### config.mk
export PLATFORM = sky130hd
export DESIGN_NAME = m2m_sub_controller
export DESIGN_NICKNAME = d
export VERILOG_FILES = /design/src/rtl/m2m_pkg.sv /design/src/rtl/sub_ovf_detect.sv /design/src/rtl/m2m_sub_controller.sv
export SDC_FILE = /design/constraint.sdc
export NUM_CORES = 1
export LEC_CHECK = 0
export CAP_MARGIN = 20
export CORE_MARGIN = 3
export CORE_UTILIZATION = 35
export DETAILED_ROUTE_END_ITERATION = 8
export GPL_ROUTABILITY_DRIVEN = 0
export SLEW_MARGIN = 15
export SYNTH_ARGS = -nofsm -noshare
export SYNTH_HDL_FRONTEND = slang
export SYNTH_SLANG_ARGS = --single-unit
### constraint.sdc
create_clock -name Clk -period 3.1 [get_ports Clk]
set_clock_uncertainty 0.05 [all_clocks]
set_input_delay 0.465 -clock Clk [delete_from_list [all_inputs] [get_ports Clk]]
set_output_delay 0.465 -clock Clk [all_outputs]
set_load 0.03 [all_outputs]
### src/rtl/m2m_pkg.sv
`default_nettype none
// +----------------------------------------------------------------------+
// | Package  : m2m_pkg                                                   |
// | Purpose  : Shared types and constants for the memory-to-memory       |
// |            subtract sequencer (state encoding, default widths,       |
// |            per-element cycle count).                                 |
// | Revision : 1.0  initial release                                      |
// +----------------------------------------------------------------------+
package m2m_pkg;

   // Default address / element-count width and data width
   localparam int M2M_AW = 8;
   localparam int M2M_DW = 8;

   // Each element costs: read A, read B, capture B, write result
   localparam int M2M_CYCLES_PER_ELEM = 4;

   // Sequencer states
   typedef enum logic [2:0] {
      ST_IDLE = 3'd0,
      ST_RDA  = 3'd1,
      ST_RDB  = 3'd2,
      ST_CAPB = 3'd3,
      ST_WR   = 3'd4,
      ST_DONE = 3'd5
   } state_e;

endpackage : m2m_pkg
`default_nettype wire

### src/rtl/sub_ovf_detect.sv
`default_nettype none
// +----------------------------------------------------------------------+
// | Module   : sub_ovf_detect                                            |
// | Purpose  : Signed-overflow detector for a two's complement subtract  |
// |            (minuend - subtrahend). Only the sign bits matter:        |
// |            overflow happens when the operands differ in sign and the |
// |            result sign differs from the minuend sign.                |
// |            Instantiated only when M2M_SUB_OVF_DETECT_EN is defined.  |
// | Revision : 1.0  initial release                                      |
// +----------------------------------------------------------------------+
module sub_ovf_detect (
   input  logic minuend_msb,
   input  logic subtrahend_msb,
   input  logic diff_msb,
   output logic ovf
);

   // Pure sign-bit comparison; no state
   always_comb begin
      ovf = (minuend_msb != subtrahend_msb) && (diff_msb != minuend_msb);
   end

endmodule : sub_ovf_detect
`default_nettype wire

### src/rtl/m2m_sub_controller.sv
`default_nettype none
// +----------------------------------------------------------------------+
// | Module   : m2m_sub_controller                                        |
// | Purpose  : Walks two source vectors in a single-port memory, feeds   |
// |            each operand pair to an external subtractor through the   |
// |            DOut2/DOut1 registers and writes SUBOut to a destination  |
// |            vector. Four cycles per element, one-cycle Done pulse.    |
// | Options  : M2M_SUB_OVF_DETECT_EN - enables the sticky signed         |
// |            overflow flag; otherwise OvfFlag is tied low.             |
// | Revision : 1.0  initial release                                      |
// +----------------------------------------------------------------------+
module m2m_sub_controller
   import m2m_pkg::*;
#(
   parameter int AW = M2M_AW,
   parameter int DW = M2M_DW
) (
   input  logic          Clk,
   input  logic          nReset,
   input  logic          Start,
   input  logic [AW-1:0] SrcA,
   input  logic [AW-1:0] SrcB,
   input  logic [AW-1:0] Dst,
   input  logic [AW-1:0] Len,
   output logic [AW-1:0] MemAddr,
   output logic          MemRd,
   input  logic [DW-1:0] MemRdData,
   output logic          MemWr,
   output logic [DW-1:0] MemWrData,
   output logic [DW-1:0] DOut2,
   output logic [DW-1:0] DOut1,
   input  logic [DW-1:0] SUBOut,
   output logic          Busy,
   output logic          Done,
   output logic          OvfFlag
);

   state_e        state_q, state_d;
   logic [AW-1:0] srca_q, srca_d;
   logic [AW-1:0] srcb_q, srcb_d;
   logic [AW-1:0] dst_q, dst_d;
   logic [AW-1:0] len_q, len_d;
   logic [AW-1:0] idx_q, idx_d;
   logic [AW-1:0] idx_inc;
   logic [AW-1:0] addr_q, addr_d;
   logic          rd_q, rd_d;
   logic          wr_q, wr_d;
   logic          busy_q, busy_d;
   logic          done_q, done_d;
   logic [DW-1:0] dout2_q, dout2_d;
   logic [DW-1:0] dout1_q, dout1_d;

`ifdef M2M_SUB_OVF_DETECT_EN
   logic          ovf_q, ovf_d;
   logic          ovf_now;

   // Sign-bit overflow check on the operands currently presented to the subtractor
   sub_ovf_detect u_sub_ovf_detect (
      .minuend_msb    (dout2_q[DW-1]),
      .subtrahend_msb (dout1_q[DW-1]),
      .diff_msb       (SUBOut[DW-1]),
      .ovf            (ovf_now)
   );
`endif

   // Element index after the current write; wraps like the address space
   assign idx_inc = idx_q + {{(AW-1){1'b0}}, 1'b1};

   // Next-state, operand capture and registered-output decode
   always_comb begin
      state_d = state_q;
      srca_d  = srca_q;
      srcb_d  = srcb_q;
      dst_d   = dst_q;
      len_d   = len_q;
      idx_d   = idx_q;
      dout2_d = dout2_q;
      dout1_d = dout1_q;
`ifdef M2M_SUB_OVF_DETECT_EN
      ovf_d   = ovf_q;
`endif

      case (state_q)
         ST_IDLE: begin
            if (Start) begin
               srca_d = SrcA;
               srcb_d = SrcB;
               dst_d  = Dst;
               len_d  = Len;
               idx_d  = '0;
`ifdef M2M_SUB_OVF_DETECT_EN
               ovf_d  = 1'b0;
`endif
               state_d = (Len == '0) ? ST_DONE : ST_RDA;
            end
         end
         ST_RDA: begin
            state_d = ST_RDB;
         end
         ST_RDB: begin
            // Read data returned here belongs to the A-side read of the previous cycle
            dout2_d = MemRdData;
            state_d = ST_CAPB;
         end
         ST_CAPB: begin
            dout1_d = MemRdData;
            state_d = ST_WR;
         end
         ST_WR: begin
`ifdef M2M_SUB_OVF_DETECT_EN
            if (ovf_now) begin
               ovf_d = 1'b1;
            end
`endif
            idx_d   = idx_inc;
            state_d = (idx_inc == len_q) ? ST_DONE : ST_RDA;
         end
         ST_DONE: begin
            state_d = ST_IDLE;
         end
         default: begin
            state_d = ST_IDLE;
         end
      endcase

      // Outputs are decoded from the next state so they are flop-driven in that state
      rd_d   = (state_d == ST_RDA) || (state_d == ST_RDB);
      wr_d   = (state_d == ST_WR);
      busy_d = (state_d != ST_IDLE);
      done_d = (state_d == ST_DONE);

      case (state_d)
         ST_RDA:  addr_d = srca_d + idx_d;
         ST_RDB:  addr_d = srcb_d + idx_d;
         ST_WR:   addr_d = dst_d + idx_d;
         default: addr_d = addr_q;
      endcase
   end

   // All sequencer state and registered outputs; async reset clears everything at once
   always_ff @(posedge Clk or negedge nReset) begin
      if (!nReset) begin
         state_q <= ST_IDLE;
         srca_q  <= '0;
         srcb_q  <= '0;
         dst_q   <= '0;
         len_q   <= '0;
         idx_q   <= '0;
         addr_q  <= '0;
         rd_q    <= 1'b0;
         wr_q    <= 1'b0;
         busy_q  <= 1'b0;
         done_q  <= 1'b0;
         dout2_q <= '0;
         dout1_q <= '0;
`ifdef M2M_SUB_OVF_DETECT_EN
         ovf_q   <= 1'b0;
`endif
      end else begin
         state_q <= state_d;
         srca_q  <= srca_d;
         srcb_q  <= srcb_d;
         dst_q   <= dst_d;
         len_q   <= len_d;
         idx_q   <= idx_d;
         addr_q  <= addr_d;
         rd_q    <= rd_d;
         wr_q    <= wr_d;
         busy_q  <= busy_d;
         done_q  <= done_d;
         dout2_q <= dout2_d;
         dout1_q <= dout1_d;
`ifdef M2M_SUB_OVF_DETECT_EN
         ovf_q   <= ovf_d;
`endif
      end
   end

   assign MemAddr = addr_q;
   assign MemRd   = rd_q;
   assign MemWr   = wr_q;
   assign Busy    = busy_q;
   assign Done    = done_q;
   assign DOut2   = dout2_q;
   assign DOut1   = dout1_q;

   // The result only exists combinationally once DOut1 is loaded, so it is
   // forwarded during the write cycle and held at zero otherwise
   assign MemWrData = wr_q ? SUBOut : '0;

`ifdef M2M_SUB_OVF_DETECT_EN
   assign OvfFlag = ovf_q;
`else
   assign OvfFlag = 1'b0;
`endif

endmodule : m2m_sub_controller
`default_nettype wire

==> out/metrics.csv, run 1 <==
stage,metric,value,unit
clocking,cts_root_buf,clkbuf_8,
timing,max_slew_margin,50.4,%
global_routing,antenna_found_initial,0,
worst_setup_path,critPathMaxFanout,6,
layout,drive_gt1_share,26.1,%
status,status,finished with violations,
placed_design,placed_area,4720,um^2
power_and_ir_drop,internal_power,3380,uW
floorplanning,die_h,107,um
yosys,synthTopCellsByCount,"dfrtp_1 (71), mux2_1 (26), mux2_2 (21)",
timing,min_period_over_period,101,%
floorplanning,num_rows,36,
detailed_routing,drc,0,
power_and_ir_drop,p_seq_share,29.3,%
power_and_ir_drop,peakVddDrop,0.446,mV
layout,final_area,5030,um^2
worst_setup_path,required,3.28,ns
timing,rsz0062_at_grt,true,
yosys,synthesis.area,3560,um^2
power_and_ir_drop,p_total,5540,uW
timing,drv_slew,0,
timing,worst_slack,-0.0404,ns
timing,hold_ws,0.131,ns
worst_setup_path,critPathCaptureType,flop,
placed_design,place_inst,520,
clocking,clk_pin_slew_worst_paths,0.08,ns
layout,syn_to_final_growth,41.4,%
worst_setup_path,critPathLaunch,state_q[2]$_DFF_PN0_,
floorplanning,core,9820,um^2
global_routing,grt_pass1_vias,2692,
yosys,mappedNetlistNets,351,
yosys,async_flop_share,100,%
timing,min_period,3.14,ns
layout,nFillCells,905,
worst_setup_path,r2r_start,state_q[2]$_DFF_PN0_,
yosys,synth-edff-count,0,
worst_setup_path,crit_top_cell,buf_6,
yosys,synthMostInstantiatedCell,dfrtp_1,
global_routing,overflow,0,
yosys,yosysWarnings,0,
worst_setup_path,cp_cell_sequence,"nor4b_4, buf_6, buf_6, buf_6, mux2_4, mux2i_1, a21oi_1, ha_1, buf_4, buf_4, inv_1, o21bai_1, a21oi_2, xnor2_1, mux2_4",
power_and_ir_drop,p_leak,0.00218,uW
floorplanning,pin_count,88,
worst_setup_path,critPathMaxStageDelay,0.44,ns
worst_setup_path,r2r_end,MemAddr[6]$_DFFE_PN0P_,
clocking,worst_skew_pair.late_latency,0.34,ns
worst_setup_path,cp.arrival,3.32,ns
timing,hold_viol,0,
detailed_routing,drtIter0Drc,93,
detailed_routing,ant_nets,0,
timing,fmax,318,MHz
worst_setup_path,path_class,flop to flop,
timing,worst_slew_pin_slew,0.740,ns
placed_design,dp_hpwl,6310,um
power_and_ir_drop,combPwrFrac,57.3,%
yosys,synth-seq-cells,71,
global_routing,grt_max_degree,41,
layout,n_antenna_cell,0,
yosys,syn_avg_cell_area,12.2,um^2
detailed_routing,totalWireLength,8270,um
worst_setup_path,critPathLaunchType,flop,
yosys,yosys-top-cells-area,"dfrtp_1 (50%), mux2_1 (8.2%), mux2_2 (6.6%)",
timing,setup-tns-final,-0.0404,ns
worst_setup_path,slowest_stage,dfrtp_1,
yosys,syn_inst,291,
clocking,ctsHoldBuffers,0,
yosys,synth_flop_cell,dfrtp_1,
detailed_routing,firstDrtPassIters,4,
yosys,yosysTopAreaCellShare,49.9,%
detailed_routing,vias,2566,
yosys,synth_top_cell_by_area,dfrtp_1,
layout,finalNonFillerCells,543,
global_routing,grt_pass1_wl,13600,um
worst_setup_path,r2r_cells,15,
worst_setup_path,cp-endpoint,MemAddr[6]$_DFFE_PN0P_,
clocking,cts_buffer_depth,2,
floorplanning,die_w,107,um
power_and_ir_drop,p_per_area,1100,nW/um^2
flow_run,cap_violations,0,
status,violations,setup timing,
placed_design,io_buffers,86,
power_and_ir_drop,p_sw,2160,uW
clocking,cts_buffers,9,
power_and_ir_drop,switching_share,38.9,%
timing,finalSetupViolCount,1,
detailed_routing,viasPerCell,4.73,
clocking,cts_tree,built,
yosys,synth_cell_types,50,
hold_path,hold_path.class,input port to async pin,
layout,finalNetCount,465,
detailed_routing,wire_per_inst,15.2,um
clocking,htree_levels,3,
global_routing,grt_use_total,15.1,%
worst_setup_path,r2r_slack,-0.04,ns
floorplanning,start_util,36.2,%
yosys,ys_seq_area_share,49.9,%
floorplanning,dieArea,11400,um^2
power_and_ir_drop,clkPwrFrac,13.4,%
clocking,cts.sinks,71,
==> flip-flops by register name, summed over array words and instances, names as in the netlist <==
signal   count
idx_q        8
state_q      3
MemWr        1
DOut2        8
Busy         1
len_q        8
MemAddr      8
MemRd        1
srcb_q       8
srca_q       8
DOut1        8
Done         1
dst_q        8
==> power groups by stage <==
| stage | logic (uW) | registers, uW | clock network (uW) |
|---|---|---|---|
| global route | 3440 | 1680 | 793 |
| global placement | 3000 | 1630 | 0 |
| floorplan | 1650 | 1920 | 0 |
| detailed placement | 3050 | 1640 | 0 |
| finish | 3170 | 1620 | 743 |
| CTS | 3100 | 1630 | 763 |
==> cells by family after synthesis <==
kind of cell,Yosys count,synth area share [%]
DFF,71,49.9
muxes,62,20.2
and+or+nand+nor,62,10.1
AOI/OAI and AO/OA,45,7.88
xor gates and xnor gates,22,5.42
buffers and inverters,19,2.99
adders and majority gates,9,3.38
other,1,0.105
==> cell type report <==
cell class                      count  area, um^2  share of cell area [%]
Timing Repair Buffer              118        1120                    22.2
Multi-Input combinational cell    201        1760                    34.9
Inverter                            4        15.0                   0.299
Sequential cell                    71        1780                    35.3
Clock inverter                      7        72.6                    1.44
Tap cell                          133         166                    3.31
Clock buffer                        9         124                    2.46
==> worst max-delay path, delay by kind of cell, from the launching register on <==
kind	cells	cell delay (ns)
mux	3	0.70
compound gates	3	0.31
buf+inv	6	0.71
xor+xnor	1	0.09
flops	1	0.44
fa+ha+maj	1	0.34
simple gates	1	0.35
==> what timing repair did <==
| item | CTS | global route |
|---|---|---|
| setup endpoints to repair | 4 | 4 |
| pin swaps | 9 | 14 |
| gates resized for setup | 7 | 10 |
| buffers inserted | 2 | 5 |
| gates cloned | 0 | 0 |
==> through the flow <==
step,utilization (%),setup WS [ns]
after floorplan,-,-0.00252
after global placement,48.1,-0.454
after detailed placement,48.1,-0.581
after CTS,50.4,-0.0924
after global routing,51.2,-0.222
final,51.2,-0.0404
==> metal layers <==
metal  up-vias  share of wire [%]  GRT usage [%]
met5         -                  0              0
met2        56                 48           24.5
met3        10                4.8           2.89
li1       1249                  -              -
met4         0                1.7           5.48
met1      1251                 45           20.3
==> how the worst min path moves through the flow <==
stage / startpoint / end / slack, ns / depth (start not counted)
floorplan: nReset / Busy$_DFF_PN0_ / 0.12 / 0
global placement: srcb_q[3]$_DFF_PN0_ / srcb_q[3]$_DFF_PN0_ / 0.42 / 1
detailed placement: srcb_q[2]$_DFF_PN0_ / srcb_q[2]$_DFF_PN0_ / 0.42 / 1
CTS: nReset / MemAddr[2]$_DFFE_PN0P_ / 0.14 / 1
global route: nReset / MemAddr[3]$_DFFE_PN0P_ / 0.20 / 1
finish: nReset / MemAddr[3]$_DFFE_PN0P_ / 0.13 / 1
==> cell usage in the layout, fill, tap and decap left out, types with 4 or more instances in the layout <==
cell / count
o21ai_1: 4
mux2_1: 22
mux2_2: 21
xor2_1: 6
mux2_4: 12
clkbuf_8: 9
nand3_1: 5
nand2_1: 12
mux2i_1: 6
o21ai_0: 6
a21oi_2: 7
and2_1: 10
a21o_1: 4
clkdlybuf4s50_1: 84
nor2_1: 13
dfrtp_1: 71
xnor2_1: 14
a21oi_1: 12
buf_4: 28
ha_1: 7
Power figures use the tool's default switching activity.
==> inputs of run 2 (changes only) <==
--- a/config.mk
+++ b/config.mk
@@ -7,9 +7,10 @@
 export LEC_CHECK = 0
 export CAP_MARGIN = 20
 export CORE_MARGIN = 3
-export CORE_UTILIZATION = 35
+export CORE_UTILIZATION = 45
 export DETAILED_ROUTE_END_ITERATION = 8
 export GPL_ROUTABILITY_DRIVEN = 0
+export PLACE_DENSITY = 0.77
 export SLEW_MARGIN = 15
 export SYNTH_ARGS = -nofsm -noshare
 export SYNTH_HDL_FRONTEND = slang
==> out/metrics.csv, run 2 (synthesis results as in run 1) <==
stage,metric,value,unit,change
layout,n_antenna_cell,0,,unchanged
worst_setup_path,cp_cell_sequence,"nor4b_4, buf_6, mux2_1, mux2i_1, a21oi_1, ha_2, fa_2, a21o_1, a21oi_2, o21bai_1, a21oi_2, xnor2_1, mux2_4",,
floorplanning,core,7450,um^2,-24%
detailed_routing,vias,2541,,-0.97%
power_and_ir_drop,peakVddDrop,0.628,mV,+41%
placed_design,io_buffers,86,,unchanged
global_routing,overflow,0,,unchanged
timing,max_slew_margin,46.7,%,-3.7 points
power_and_ir_drop,p_sw,2140,uW,-0.66%
timing,min_period,3.06,ns,-0.0772 ns
layout,ff_latch_area,1780,um^2,unchanged
worst_setup_path,r2r_cells,13,,-2
clocking,cts_buffer_depth,2,,unchanged
timing,hold_viol,0,,unchanged
detailed_routing,firstDrtPassIters,4,,unchanged
power_and_ir_drop,p_total,5610,uW,+1.2%
clocking,htree_levels,3,,unchanged
detailed_routing,ant_nets,0,,unchanged
floorplanning,pin_count,88,,unchanged
floorplanning,start_util,47.8,%,+12 points
worst_setup_path,critPathMaxStageDelay,0.43,ns,about the same
clocking,cts_root_buf,clkbuf_8,,
power_and_ir_drop,clkPwrFrac,14.6,%,+1.2 points
placed_design,place_inst,484,,-6.9%
layout,layout_common_cells,"clkdlybuf4s50_1 (84), dfrtp_1 (71), mux2_1 (23), buf_4 (23), mux2_2 (20)",,
layout,nFillCells,556,,-39%
worst_setup_path,path_class,flop to flop,,
clocking,worst_skew_pair.late_latency,0.35,ns,about the same
global_routing,grt_pass1_vias,2711,,+0.71%
layout,syn_to_final_growth,40.4,%,
worst_setup_path,critPathMaxFanout,6,,unchanged
global_routing,grt_pass1_wl,12900,um,-5.0%
floorplanning,die_w,94.9,um,-11%
layout,multi_input_area,1750,um^2,-0.57%
worst_setup_path,critPathLaunchType,flop,,
layout,drive_gt1_share,24.9,%,-1.2 points
detailed_routing,drtIter0Drc,68,,-27%
power_and_ir_drop,p_per_area,1120,nW/um^2,+1.9%
layout,finalNetCount,461,,-0.86%
flow_run,cap_violations,0,,unchanged
power_and_ir_drop,internal_power,3460,uW,+2.4%
detailed_routing,viasPerCell,5.03,,+6.5%
power_and_ir_drop,switching_share,38.2,%,-0.72 points
placed_design,dp_hpwl,5910,um,-6.4%
timing,rsz0062_at_grt,true,,
power_and_ir_drop,combPwrFrac,56.3,%,-1.0 points
timing,drv_slew,0,,unchanged
worst_setup_path,cp.arrival,3.25,ns,-0.07 ns
worst_setup_path,required,3.29,ns,about the same
layout,finalNonFillerCells,505,,-7.0%
power_and_ir_drop,p_seq_share,29.1,%,-0.2 points
global_routing,grt_use_total,18.8,%,+3.7 points
timing,fmax,326,MHz,+2.5%
status,status,completed,,
clocking,ctsHoldBuffers,0,,unchanged
detailed_routing,totalWireLength,7950,um,-3.9%
timing,min_period_over_period,98.8,%,-2.5 points
timing,finalSetupViolCount,0,,-1
hold_path,hold_path.class,input port to async pin,,
floorplanning,dieArea,9010,um^2,-21%
worst_setup_path,slowest_stage,dfrtp_1,,
layout,final_common_cell,clkdlybuf4s50_1,,
floorplanning,die_h,94.9,um,-11%
detailed_routing,wire_per_inst,15.7,um,+3.4%
clocking,cts.sinks,71,,unchanged
global_routing,antenna_found_initial,0,,unchanged
timing,worst_slew_pin_slew,0.800,ns,+0.0601 ns
power_and_ir_drop,p_leak,0.00218,uW,-0.13%
global_routing,grt_max_degree,39,,-4.9%
floorplanning,num_rows,31,,-14%
clocking,cts_buffers,9,,unchanged
worst_setup_path,crit_top_cell,a21oi_2,,
detailed_routing,drc,0,,unchanged
worst_setup_path,critPathCaptureType,flop,,
clocking,clk_pin_slew_worst_paths,0.08,ns,about the same
clocking,cts_tree,built,,
[run 2: layout make-up]
type	count	share of cell area (%)
flip-flops and latches	71	35.6
multi-input cells	201	35.0
repair buffers	114	22.3
clock buffers	9	2.48
well taps	99	2.48
clock inverters	7	1.90
inverters	4	0.301
[run 2: stage by stage]
step | TNS, ns | instance area [um^2] | setup slack (ns) | util [%] | hold slack, ns
floorplan | -0.00252 | 3590 | -0.00252 | - | 0.119
detailed placement | -1.86 | 4690 | -0.496 | 62.9 | 0.425
finish | 0 | 4990 | 0.0368 | 67.1 | 0.140
global route | -0.153 | 4990 | -0.0886 | 67.1 | 0.171
global placement | -1.46 | 4690 | -0.401 | 62.9 | 0.414
CTS | -0.0553 | 4930 | -0.0337 | 66.2 | 0.155
[run 2: critical path, delay by kind of cell (launching register included)]
family / cells / cell delay [ns]
mux: 3 / 0.75
buf+inv: 1 / 0.18
compound gates: 5 / 0.65
flops: 1 / 0.43
simple gates: 1 / 0.30
xor+xnor: 1 / 0.08
fa+ha+maj: 2 / 0.53
[run 2: routing by layer]
metal / global-route usage, % / wire length (um)
met1: 23.0 / 3490
met2: 31.5 / 3860
met4: 7.81 / 172
met5: 0 / 0
met3: 4.94 / 424
[run 2: power by group through the flow]
| stage | Sequential (uW) | Combinational [uW] | Clock, uW |
|---|---|---|---|
| after floorplan | 1920 | 1650 | 0 |
| after global placement | 1620 | 2960 | 0 |
| after detailed placement | 1640 | 3020 | 0 |
| after CTS | 1630 | 3060 | 835 |
| after global routing | 1680 | 3390 | 876 |
| final | 1630 | 3160 | 818 |
[run 2: path summary, 6_finish.rpt]
| kind | start | end | slack, ns |
|---|---|---|---|
| max | state_q[1]$_DFF_PN0_ | MemAddr[6]$_DFFE_PN0P_ | 0.04 |
| min | nReset | DOut2[3]$_DFFE_PN0N_ | 0.14 |
| max reg2reg | state_q[1]$_DFF_PN0_ | MemAddr[6]$_DFFE_PN0P_ | 0.04 |
| min reg2reg | srcb_q[5]$_DFF_PN0_ | srcb_q[5]$_DFF_PN0_ | 0.44 |
| max in group asynchronous | nReset | idx_q[2]$_DFF_PN0_ | 2.18 |
| min in group Clk | srcb_q[5]$_DFF_PN0_ | srcb_q[5]$_DFF_PN0_ | 0.44 |
[run 2: repair_timing]
item,in CTS,in global routing
pin swaps,3,12
setup buffers,1,4
endpoints found under the hold margin,0,0
gates resized for setup,4,10
endpoints found under the setup margin,2,4
cloned,0,0
==> inputs of run 3 (changes only) <==
--- a/config.mk
+++ b/config.mk
@@ -5,6 +5,7 @@
 export SDC_FILE = /design/constraint.sdc
 export NUM_CORES = 1
 export LEC_CHECK = 0
+export ABC_AREA = 1
 export CAP_MARGIN = 20
 export CORE_MARGIN = 3
 export CORE_UTILIZATION = 45
==> out/metrics.csv, run 3 <==
stage,metric,value,unit,change
worst_setup_path,critPathCaptureType,flop,,
floorplanning,dieArea,8990,um^2,-0.17%
layout,finalNetCount,609,,+32%
yosys,synth_cell_types,36,,-28%
yosys,synth_top_family_by_area,simple AND/OR/NAND/NOR gates,,
timing,max_slew_margin,49.3,%,+2.6 points
detailed_routing,firstDrtPassIters,4,,unchanged
yosys,synthesis.area,3550,um^2,-0.18%
clocking,clk_pin_slew_worst_paths,0.08,ns,about the same
clocking,cts_buffer_depth,2,,unchanged
global_routing,grt_max_degree,40,,+2.6%
layout,layout_common_cells,"nand2_1 (177), clkdlybuf4s50_1 (85), dfrtp_1 (71), inv_1 (51), nand3_1 (32)",,
yosys,ys_seq_area_share,50.0,%,+0.088 points
clocking,worst_skew_pair.late_latency,0.34,ns,about the same
yosys,mappedNetlistNets,511,,+46%
yosys,yosys-top-cells-area,"dfrtp_1 (50%), nand2_1 (19%), inv_1 (5.4%)",,
placed_design,place_inst,637,,+32%
detailed_routing,totalWireLength,8850,um,+11%
floorplanning,pin_count,88,,unchanged
global_routing,grt_use_total,21.1,%,+2.3 points
yosys,synth_compound_area_share,7.82,%,-0.057 points
status,status,completed,,
yosys,synth_mux_area_share,0,%,-20 points
layout,n_antenna_cell,0,,unchanged
layout,nFillCells,659,,+19%
worst_setup_path,path_class,flop to flop,,
floorplanning,die_w,94.8,um,about the same
worst_setup_path,r2r_slack,0.27,ns,+0.23 ns
yosys,synthXorXnorAreaFrac,1.48,%,-3.9 points
worst_setup_path,cp_cell_sequence,"inv_2, nand3_1, inv_1, buf_4, nand2_1, nand2_1, nand2_1, o211ai_1, ha_1, fa_1, nand3_1, nand2_1, a21oi_1, nor2_1, nor2_1, xor2_1, nand2_1, nand2_1",,
clocking,htree_levels,3,,unchanged
yosys,synth-edff-count,0,,unchanged
detailed_routing,drc,0,,unchanged
detailed_routing,route.met3.wl,675,um,+59%
yosys,syn_avg_cell_area,7.87,um^2,-36%
worst_setup_path,critPathBufInv,3,,+2
timing,worst_slew_pin_slew,0.761,ns,-0.0390 ns
power_and_ir_drop,p_leak,0.00241,uW,+11%
detailed_routing,highest_layer,met4,,
clocking,cts.sinks,71,,unchanged
worst_setup_path,crit_cells,18,,+5
power_and_ir_drop,peakVddDrop,0.709,mV,+13%
worst_setup_path,critPathMaxFanout,18,,+12
placed_design,dp_hpwl,6720,um,+14%
worst_setup_path,r2r_cells,18,,+5
floorplanning,num_rows,31,,unchanged
detailed_routing,viasPerCell,4.88,,-3.0%
yosys,async_flop_share,100,%,unchanged
detailed_routing,vias,3183,,+25%
timing,hold_viol,0,,unchanged
global_routing,grt_pass1_wl,14800,um,+15%
yosys,synth_flop_cell,dfrtp_1,,
timing,fmax,353,MHz,+8.3%
power_and_ir_drop,p_total,4950,uW,-12%
global_routing,grt_pass1_vias,3286,,+21%
detailed_routing,met1_length,3980,um,+14%
yosys,yosysTopAreaCellShare,50.0,%,+0.088 points
layout,finalNonFillerCells,652,,+29%
timing,rsz0062_at_grt,false,,
yosys,synth-simple-area-share,29.8,%,+20 points
yosys,synthTopCellsByCount,"nand2_1 (177), dfrtp_1 (71), inv_1 (51)",,
worst_setup_path,cp.arrival,3.06,ns,-0.19 ns
global_routing,antenna_found_initial,0,,unchanged
worst_setup_path,required,3.33,ns,+0.04 ns
timing,finalSetupViolCount,0,,unchanged
yosys,synthMostInstantiatedCell,nand2_1,,
worst_setup_path,critPathMaxStageDelay,0.47,ns,+0.04 ns
global_routing,overflow,0,,unchanged
detailed_routing,wire_per_inst,13.6,um,-14%
layout,syn_to_final_growth,34.6,%,
yosys,synth_top_cell_by_area,dfrtp_1,,
detailed_routing,wl_met2,4060,um,+5.1%
floorplanning,die_h,94.8,um,about the same
detailed_routing,ant_nets,0,,unchanged
yosys,yosysWarnings,0,,unchanged
hold_path,hold_path.class,input port to async pin,,
worst_setup_path,critPathLaunchType,flop,,
floorplanning,start_util,47.7,%,-0.084 points
yosys,synth-seq-cells,71,,unchanged
placed_design,io_buffers,86,,unchanged
worst_setup_path,critPathTopFamily,simple AND/OR/NAND/NOR gates,,
timing,min_period,2.83,ns,-0.234 ns
worst_setup_path,slowest_stage,dfrtp_1,,
yosys,yosys.area_share.adder,3.38,%,+0.0059 points
worst_setup_path,crit_top_cell,nand2_1,,
clocking,cts_buffers,9,,unchanged
yosys,syn_inst,451,,+55%
layout,drive_gt1_share,8.14,%,-17 points
clocking,cts_root_buf,clkbuf_8,,
power_and_ir_drop,p_per_area,1040,nW/um^2,-7.7%
clocking,cts_tree,built,,
detailed_routing,drtIter0Drc,187,,+180%
layout,final_common_cell,nand2_1,,
flow_run,cap_violations,0,,unchanged
timing,drv_slew,0,,unchanged
floorplanning,core,7450,um^2,unchanged
timing,min_period_over_period,91.3,%,-7.6 points
[run 3: area by class of cell]
class	instances	area, um^2	share of cell area, %
sequential	71	1780	37.2
multi-input combinational	313	1510	31.6
timing repair buffer	99	966	20.2
inverter	55	206	4.32
clock buffer	10	138	2.88
tap	99	124	2.59
clock inverter	5	58.8	1.23
[run 3: power by group]
| group | switching, uW | leakage (uW) | total (uW) | internal [uW] |
|---|---|---|---|---|
| Clock | 338 | 0.0000944 | 727 | 389 |
| Sequential | 224 | 0.000884 | 1560 | 1340 |
| Combinational | 1640 | 0.00143 | 2660 | 1020 |
[run 3: kinds of logic after synthesis]
family                     Yosys count
and+or+nand+nor                    246
DFF                                 71
buffers and inverters               67
AOI/OAI and AO/OA                   51
adders and majority gates            9
xor gates and xnor gates             6
other                                1
[run 3: what timing repair did]
item	4_1_cts	5_1_grt
setup endpoints to repair	0	1
buffers inserted	0	0
resized for setup	0	1
hold buffers	0	0
[run 3: final timing paths]
path                                           to                 start
max in group asynchronous          Busy$_DFF_PN0_                nReset
hold reg to reg               srca_q[1]$_DFF_PN0_   srca_q[1]$_DFF_PN0_
setup / recovery           MemAddr[6]$_DFFE_PN0P_  state_q[2]$_DFF_PN0_
hold / removal               len_q[1]$_DFFE_PN0P_                nReset
min in group Clk              srca_q[1]$_DFF_PN0_   srca_q[1]$_DFF_PN0_
setup reg to reg           MemAddr[6]$_DFFE_PN0P_  state_q[2]$_DFF_PN0_
[run 3: per-layer routing]
metal / vias up / track usage [%]
met4: 0 / 6.25
li1: 1612 / -
met2: 111 / 34.2
met5: - / 0
met3: 14 / 7.41
met1: 1446 / 26.6
[run 3: through the flow]
stage	worst slack, ns	hold WS [ns]	cell area (um^2)	TNS, ns	utilization (%)
4_1_cts	0.270	0.156	4780	0	64.2
5_1_grt	0.00977	0.181	4780	0	64.2
3_5_place_dp	-0.0721	0.411	4580	-0.0981	61.6
3_3_place_gp	0.0422	0.412	4580	0	61.6
6_report	0.271	0.148	4780	0	64.2
2_1_floorplan	0.410	0.119	3550	0	-
[run 3: worst register-to-register path, cell delays in order (launching register included)]
cell      delay [ns]
dfrtp_1         0.47
inv_2           0.11
nand3_1         0.13
inv_1           0.08
buf_4           0.20
nand2_1         0.08
nand2_1         0.06
nand2_1         0.06
o211ai_1        0.10
ha_1            0.24
fa_1            0.40
nand3_1         0.08
nand2_1         0.07
a21oi_1         0.13
nor2_1          0.05
nor2_1          0.11
xor2_1          0.20
nand2_1         0.08
nand2_1         0.06
==> edit: new RTL, settings of run 1 <==
Change the package constant `M2M_AW` from 8 to 6.
--- a/src/rtl/m2m_pkg.sv
+++ b/src/rtl/m2m_pkg.sv
@@ -9,7 +9,7 @@
 package m2m_pkg;
 
    // Default address / element-count width and data width
-   localparam int M2M_AW = 8;
+   localparam int M2M_AW = 6;
    localparam int M2M_DW = 8;
 
    // Each element costs: read A, read B, capture B, write result
Ports: changed (5 resized); port bits go from 88 to 78. The function was not compared with the original's and may differ.
==> edit against run 1 <==
  * Design area is 19% lower
  * Area after synthesis is 20% lower
  * Count of clock-buffer cells in the layout increased by 3
  * Sequential cell count shrank 12
  * Largest power group unchanged
  * Critical path depth is 4 lower
  * Total power shrank 18%
  * Die area down 19%
  * Setup slack better by 0.20 ns
  * Wire length shrank 24%
==> edit: results (changes against run 1) <==
metric	value	unit	change
largest net degree at the start of global routing	33		-20%
sequential area share after synthesis	51.8	%	+1.9 points
Reg2Reg Setup Slack	0.16	ns	+0.20 ns
Slew @ Worst Pin	0.749	ns	+0.00892 ns
grt met2 use	21.6	%	-2.9 points
clock slew at reported path FFs	0.06	ns	-0.02 ns
routed via count	2024		-21%
XOR/XNOR Fraction of Synth Area	4.31	%	-1.1 points
syn nets	273		-22%
Yosys cell types	41		-18%
crit-path max FO	5		-1
adder-cell share of the synthesized area	3.34	%	-0.038 points
H-tree levels	3		unchanged
Yosys warnings	0		unchanged
clk_lat worst skew	0.32	ns	-0.02 ns
met1 Track Usage GR	19.2	%	-1.1 points
share of cells above drive strength 1	29.3	%	+3.2 points
Die W	96.2	um	-9.9%
I/O Buffers	76		-12%
status	complete, no violations		
DP HPWL	4.65	mm	-26%
R2R depth	11		-4
P_sw	0.00172	W	-20%
maximum clock path buffer count	2		unchanged
iteration count of the initial detailed-routing pass	4		unchanged
Leak	1.79	nW	-18%
worst r2r src	state_q[1]$_DFF_PN0_		
synth top area cells	dfrtp_1 (52%), mux2_2 (18%), mux2i_1 (2.8%)		
first-pass GRT wire length	9.83	mm	-28%
maximum vdd drop	490	uV	+9.8%
worst reg2reg endpoint	MemAddr[4]$_DFFE_PN0P_		
grt met3 use	4.30	%	+1.4 points
worst path arrival time	3.10	ns	-0.22 ns
Post-Route WL	6.28	mm	-24%
post-synthesis compound-gate area fraction	7.78	%	-0.10 points
final net count	369		-21%
mux cell area share after synthesis	21.4	%	+1.2 points
initial antenna violation count	0		unchanged
synth cell count leaders	dfrtp_1 (59), mux2_2 (46), nor2_1 (11)		
Hold WC Path Type	in -> async		
DR iter-0 viols	35		-62%
Total GRT Usage	14.2	%	-0.91 points
edit: power groups by stage:
| stage | logic, W | clock network [W] | registers (W) |
|---|---|---|---|
| floorplan | 0.00128 | 0 | 0.00164 |
| global placement | 0.00238 | 0 | 0.00136 |
| detailed placement | 0.00240 | 0 | 0.00136 |
| CTS | 0.00241 | 0.000743 | 0.00136 |
| global route | 0.00270 | 0.000780 | 0.00140 |
| finish | 0.00249 | 0.000719 | 0.00135 |
edit: kinds of logic after synthesis:
family          after synthesis
flops                        59
mux                          55
simple gates                 43
compound gates               30
xor+xnor                     14
buf+inv                      14
fa+ha+maj                     7
other cells                   1
edit: what timing repair did:
action | in CTS | in global routing
resized for setup | 0 | 14
setup endpoints to repair | 0 | 2
setup buffers | 0 | 3
edit: worst min-delay path by stage:
stage                                      start                      to  depth (start not counted)
after floorplan                           nReset          Busy$_DFF_PN0_                          0
after global placement    MemAddr[0]$_DFFE_PN0P_  MemAddr[0]$_DFFE_PN0P_                          1
after detailed placement  MemAddr[0]$_DFFE_PN0P_  MemAddr[0]$_DFFE_PN0P_                          1
after CTS                                 nReset    DOut2[0]$_DFFE_PN0N_                          1
after global routing                      nReset    DOut2[0]$_DFFE_PN0N_                          1
final                                     nReset     srcb_q[1]$_DFF_PN0_                          1
edit: metal layers:
metal  vias to the layer above  wire length, um
met5                         -                0
met4                         0               70
met3                         6              278
met2                        38             3000
met1                       998             2930
li1                        982                -
edit: cell type report:
class,count,area (sq um)
sequential,59,1480
timing repair buffer,96,925
clock buffer,12,165
inverter,3,11.3
multi-input combinational,150,1340
tap,102,128
clock inverter,4,47.5
fill,714,3710
edit: metrics by stage:
stage               worst slack (ns)  TNS [ns]  hold WS (ns)  area (sq um)  instances
global placement              -0.315    -0.812         0.431          3820        408
floorplan                     0.0681         0         0.119          2850        223
CTS                          0.00987         0         0.121          4030        424
detailed placement            -0.312    -0.856         0.437          3820        408
finish                         0.160         0         0.116          4100        426
global route                 -0.0125   -0.0157         0.148          4100        426
edit: worst max-delay path, cell delays in order (launching register included):
cell	delay [ns]
dfrtp_1	0.41
nor4b_4	0.36
buf_4	0.21
mux2_2	0.34
nor2_1	0.09
a21oi_1	0.06
ha_1	0.24
fa_1	0.39
a21o_1	0.16
a21oi_1	0.17
xnor2_1	0.08
mux2_2	0.25
